`src/rtl/memref_port_arbiter.sv`:
```
// memref_port_arbiter: round-robin share of one single-port memref
// between two requesters, with read-return routing and a contention counter.
//
// Ports:
//   clk, rst                    clock, synchronous active-high reset
//   rX_en/wr/addr/wr_data       requester X access request (X = 0, 1)
//   rX_gnt                      requester X accepted this cycle
//   rX_rd_valid/rd_data         read return for requester X
//   mem_addr/rd_en/wr_en/
//   mem_wr_data/mem_rd_data     memory side, 1-cycle registered read
//   conflict_count              saturating count of cycles with both en high
module memref_port_arbiter #(
  parameter int ADDR_WIDTH = 3,
  parameter int DATA_WIDTH = 32,
  parameter int CNT_WIDTH  = 16
) (
  input  logic                  clk,
  input  logic                  rst,
  input  logic                  r0_en,
  input  logic                  r0_wr,
  input  logic [ADDR_WIDTH-1:0] r0_addr,
  input  logic [DATA_WIDTH-1:0] r0_wr_data,
  output logic                  r0_gnt,
  output logic                  r0_rd_valid,
  output logic [DATA_WIDTH-1:0] r0_rd_data,
  input  logic                  r1_en,
  input  logic                  r1_wr,
  input  logic [ADDR_WIDTH-1:0] r1_addr,
  input  logic [DATA_WIDTH-1:0] r1_wr_data,
  output logic                  r1_gnt,
  output logic                  r1_rd_valid,
  output logic [DATA_WIDTH-1:0] r1_rd_data,
  output logic [ADDR_WIDTH-1:0] mem_addr,
  output logic                  mem_rd_en,
  output logic                  mem_wr_en,
  output logic [DATA_WIDTH-1:0] mem_wr_data,
  input  logic [DATA_WIDTH-1:0] mem_rd_data,
  output logic [CNT_WIDTH-1:0]  conflict_count
);

  logic                 r_last_gnt;
  logic                 r_rd_pend;
  logic                 r_rd_id;
  logic [CNT_WIDTH-1:0] r_cnt;

  logic w_req0;
  logic w_req1;
  logic w_g0;
  logic w_g1;
  logic w_any;
  logic w_wr;
  logic w_conf;
  logic w_v0;
  logic w_v1;

  // Requests are masked while in reset so nothing reaches memory.
  assign w_req0 = ~rst & r0_en;
  assign w_req1 = ~rst & r1_en;

  // r1 wins when alone, or on a tie if r0 was granted last.
  assign w_g1  = w_req1 & (~w_req0 | ~r_last_gnt);
  assign w_g0  = w_req0 & ~w_g1;
  assign w_any = w_g0 | w_g1;

  // AND-OR muxing keeps X on the idle port away from memory.
  assign w_wr = (w_g0 & r0_wr) | (w_g1 & r1_wr);

  assign r0_gnt    = w_g0;
  assign r1_gnt    = w_g1;
  assign mem_wr_en = w_any & w_wr;
  assign mem_rd_en = w_any & ~w_wr;

  assign mem_addr =
    ({ADDR_WIDTH{w_g0}} & r0_addr) |
    ({ADDR_WIDTH{w_g1}} & r1_addr);

  assign mem_wr_data =
    ({DATA_WIDTH{w_g0}} & r0_wr_data) |
    ({DATA_WIDTH{w_g1}} & r1_wr_data);

  assign w_conf = r0_en & r1_en;

  always_ff @(posedge clk) begin
    if (rst) begin
      r_last_gnt <= 1'b1;
      r_rd_pend  <= 1'b0;
      r_rd_id    <= 1'b0;
      r_cnt      <= '0;
    end else begin
      if (w_any) begin
        r_last_gnt <= w_g1;
      end
      r_rd_pend <= mem_rd_en;
      if (mem_rd_en) begin
        r_rd_id <= w_g1;
      end
      if (w_conf && !(&r_cnt)) begin
        r_cnt <= r_cnt + 1'b1;
      end
    end
  end

  // A read pending across a rising reset is dropped.
  assign w_v0 = ~rst & r_rd_pend & ~r_rd_id;
  assign w_v1 = ~rst & r_rd_pend & r_rd_id;

  assign r0_rd_valid = w_v0;
  assign r1_rd_valid = w_v1;
  assign r0_rd_data  = {DATA_WIDTH{w_v0}} & mem_rd_data;
  assign r1_rd_data  = {DATA_WIDTH{w_v1}} & mem_rd_data;

  assign conflict_count = r_cnt;

endmodule

```
`config.mk`:
```
export PLATFORM = sky130hd
export DESIGN_NAME = memref_port_arbiter
export DESIGN_NICKNAME = d
export VERILOG_FILES = /design/src/rtl/memref_port_arbiter.sv
export SDC_FILE = /design/constraint.sdc
export NUM_CORES = 1
export LEC_CHECK = 0
export CORE_AREA = 2 2 90 92
export DETAILED_ROUTE_END_ITERATION = 12
export DIE_AREA = 0 0 92 94
export DONT_BUFFER_PORTS = 1
export GPL_TIMING_DRIVEN = 0
export PLACE_DENSITY = 0.36
export SLEW_MARGIN = 20
export SYNTH_ARGS = -nofsm -noshare
export SYNTH_HDL_FRONTEND = slang
export SYNTH_SLANG_ARGS = --single-unit
```
`constraint.sdc`:
```
create_clock -name clk -period 1.4 [get_ports clk]
set_input_delay 0 -clock clk [delete_from_list [all_inputs] [get_ports clk]]
set_output_delay 0 -clock clk [all_outputs]
set_load 0.05 [all_outputs]
```
==> reports/metrics.cfg <==
[power_and_ir_drop]
p_total_mw=1.74
cellPowerDensity_nw_per_um2=551
leakage_nw=1.29
pwr-share-comb_pct=46.9
ir_drop_v=0.000410
p_sw_mw=0.726
p_seq_share_pct=31.4
p_sw_share_pct=41.7
p_int_mw=1.01
clkPwrFrac_pct=21.7

[clock_network]
worstSkewPairLatency_ns=0.25
cts_buffers=3
clock-sinks=19
postCtsHoldBufs=0
h-tree-depth=1
clock_path_buffers=2
cts_root_buf=clkbuf_8
clk_pin_slew_ns=0.07
tritoncts=built

[place]
portBuffers=0
post-place-ws_ns=-0.415
hpwl_um=5490
gp_congestion=0.768

[worst_hold_path]
whs_path_depth=2
hold_path.class=input port to flip-flop
hold_path.startpoint=r0_en
holdPathEnd=conflict_count[2]$_SDFFE_PP0P_

[floorplanning]
start_util_pct=23.1
die_area_um2=8650
ioPinCount=229
num_rows=32
dieHeight_um=94
coreArea_um2=7610
die_w_um=92

[sta]
slew-limit-headroom_pct=65.7
hold_violations=0
period_minus_slack_ns=1.62
finalClockSkew_ns=0.00206
tightest_slew_ns=0.514
setup_slack_ns=-0.218
max_freq_ghz=0.618
setup_violations=52
rsz0062_at_grt=yes
period_share_pct=116
fin_hold_ws_ns=0.0148
slew_violations=0

[critical_path]
cp_data_required_time_ns=1.54
crit_slowest_cell=dfxtp_4
startpoint_type=flip-flop
crit_buf_inv=0
r2r_end=conflict_count[15]$_SDFFE_PP0P_
cp_data_arrival_time_ns=1.76
crit_fanout=7
r2r_start=conflict_count[3]$_SDFFE_PP0P_
end_kind=flip-flop
path_delay_family=simple AND/OR/NAND/NOR gates
rr_worst_depth=5
reg2reg_slack_ns=-0.22
crit_chain=and4_4 -> nand4_4 -> nor3_4 -> mux2i_1 -> nor2_1
worstSetupPathType=flip-flop to flip-flop
max_stage_delay_ns=0.49

[drt]
wl_um=7560
drcViolationCount=0
antenna_left=0
drtPass1Iterations=4
via_per_inst=5.26
wl_per_cell_um=21.5
num_vias=1851
drt_iter0_drc=46

[global_routing]
grt_pass1_wl_um=10100
met3_usage_pct=3.69
grt_max_degree=11
grt.busiest_layer=met2
grt_antenna_before_repair=0
globalRouteMet1Util_pct=19.1
grt_pass1_vias=1760
grt_overflow_total=0
grt_use_met2_pct=25.0
grt_usage_pct=14.6

[yosys]
ys_seq_area_share_pct=21.7
synth.area.top_cells=and2_1 23%, dfxtp_1 22%, a22o_1 18%, xnor2_1 5.5%, nor2_1 3.8%
synth_seq_cells=19
netlist_top_cells_count=64 x and2_1, 36 x a22o_1, 19 x dfxtp_1
yosys.cell_count.top_type=and2_1
synthArstFlopShare_pct=0
avgSynthCellArea_um2=7.98
synth_flop_cell=dfxtp_1
synth-edff-count=0
netlist_area_um2=1760
synth_compound_area_share_pct=22.2
muxShareOfSynthArea_pct=1.78
synth_top_area_share_pct=22.8
synth_top_family_by_area=simple AND/OR/NAND/NOR gates
synthSimpleGateAreaFrac_pct=43.5
synthCells=220
ys_warn_count=0
ys_types=38
synth_fa_ha_area_share_pct=0.713
synth.largest_area_cell=and2_1
synthXorXnorAreaFrac_pct=5.49
syn_nets=329

[run_status]
failed_checks=setup timing
status=finished, violations left

[finish]
drive_gt1_share_pct=78.0
antenna_cells=0
layout.nets=360
syn2layout_area_growth_pct=79.9

[run]
maxCapViolCount=0

## cells in the final DEF (no fill, tap or decap), drive strengths merged, types with 3 or more instances in the layout
master / n
buf: 35
dfxtp: 19
xnor2: 11
a22o: 36
a21oi: 4
nor3: 8
nor2: 19
clkbuf: 12
nand4: 6
nand2: 9
and4: 3
a31oi: 3
and2: 64
## through the flow
stage	setup TNS, ns	std cells	cell area [µm²]	utilization, %
CTS	-6.15	343	2940	38.7
floorplan	-0.382	220	1960	-
detailed placement	-22.16	322	2090	27.5
finish	-6.39	352	3160	41.5
global placement	-19.63	322	2090	27.5
global route	-11.84	352	3160	41.5
## per-layer routing
layer	up-vias	part of all wire (%)
li1	854	-
met1	905	38
met2	86	53
met3	6	7.7
met4	0	0.93
met5	-	0
## registers in the layout, indices dropped and copies added (netlist names)
register	flops
conflict_count	16
r_last_gnt	1
r_rd_id	1
r_rd_pend	1
## area by class of cell
type,count,area (µm²)
Buffer,17,241
Tap cell,102,128
Fill cell,728,4450
Sequential cell,19,443
Inverter,1,3.75
Multi-Input combinational cell,183,1960
Timing Repair Buffer,26,335
Clock buffer,4,45.0
## worst max-delay path by stage
| stage | slack [ns] | endpoint | from | cells past startpoint |
|---|---|---|---|---|
| after floorplan | -0.22 | conflict_count[14]$_SDFFE_PP0P_ | conflict_count[0]$_SDFFE_PP0P_ | 6 |
| after global placement | -0.37 | conflict_count[14]$_SDFFE_PP0P_ | conflict_count[0]$_SDFFE_PP0P_ | 6 |
| after detailed placement | -0.42 | r0_rd_data[26] | r_rd_id$_SDFFE_PP0P_ | 3 |
| after CTS | -0.21 | conflict_count[14]$_SDFFE_PP0P_ | conflict_count[0]$_SDFFE_PP0P_ | 6 |
| after global routing | -0.29 | conflict_count[15]$_SDFFE_PP0P_ | conflict_count[3]$_SDFFE_PP0P_ | 5 |
| final | -0.22 | conflict_count[15]$_SDFFE_PP0P_ | conflict_count[3]$_SDFFE_PP0P_ | 5 |
## power by group through the flow
stage	combinational (mW)	sequential, mW	clock [mW]
3_5_place_dp	0.617	0.557	0
5_1_grt	0.843	0.548	0.427
2_1_floorplan	0.578	0.555	0
3_3_place_gp	0.620	0.557	0
4_1_cts	0.782	0.547	0.400
6_report	0.816	0.546	0.377
## logic make-up after synthesis
logic type / count (synthesis)
AND/OR/NAND/NOR: 121
multiplexers: 3
flip-flops: 19
adder cells (fa/ha/maj): 1
AO/OA/AOI/OAI: 47
buffers and inverters: 18
XOR/XNOR: 11
## repair_timing
action,4_1_cts,5_1_grt
pin swaps,36,45
endpoints found under the setup margin,119,116
gates resized for setup,206,25
buffers inserted,16,4
gates cloned,1,5
No activity file was read; power rests on OpenSTA's default activity.
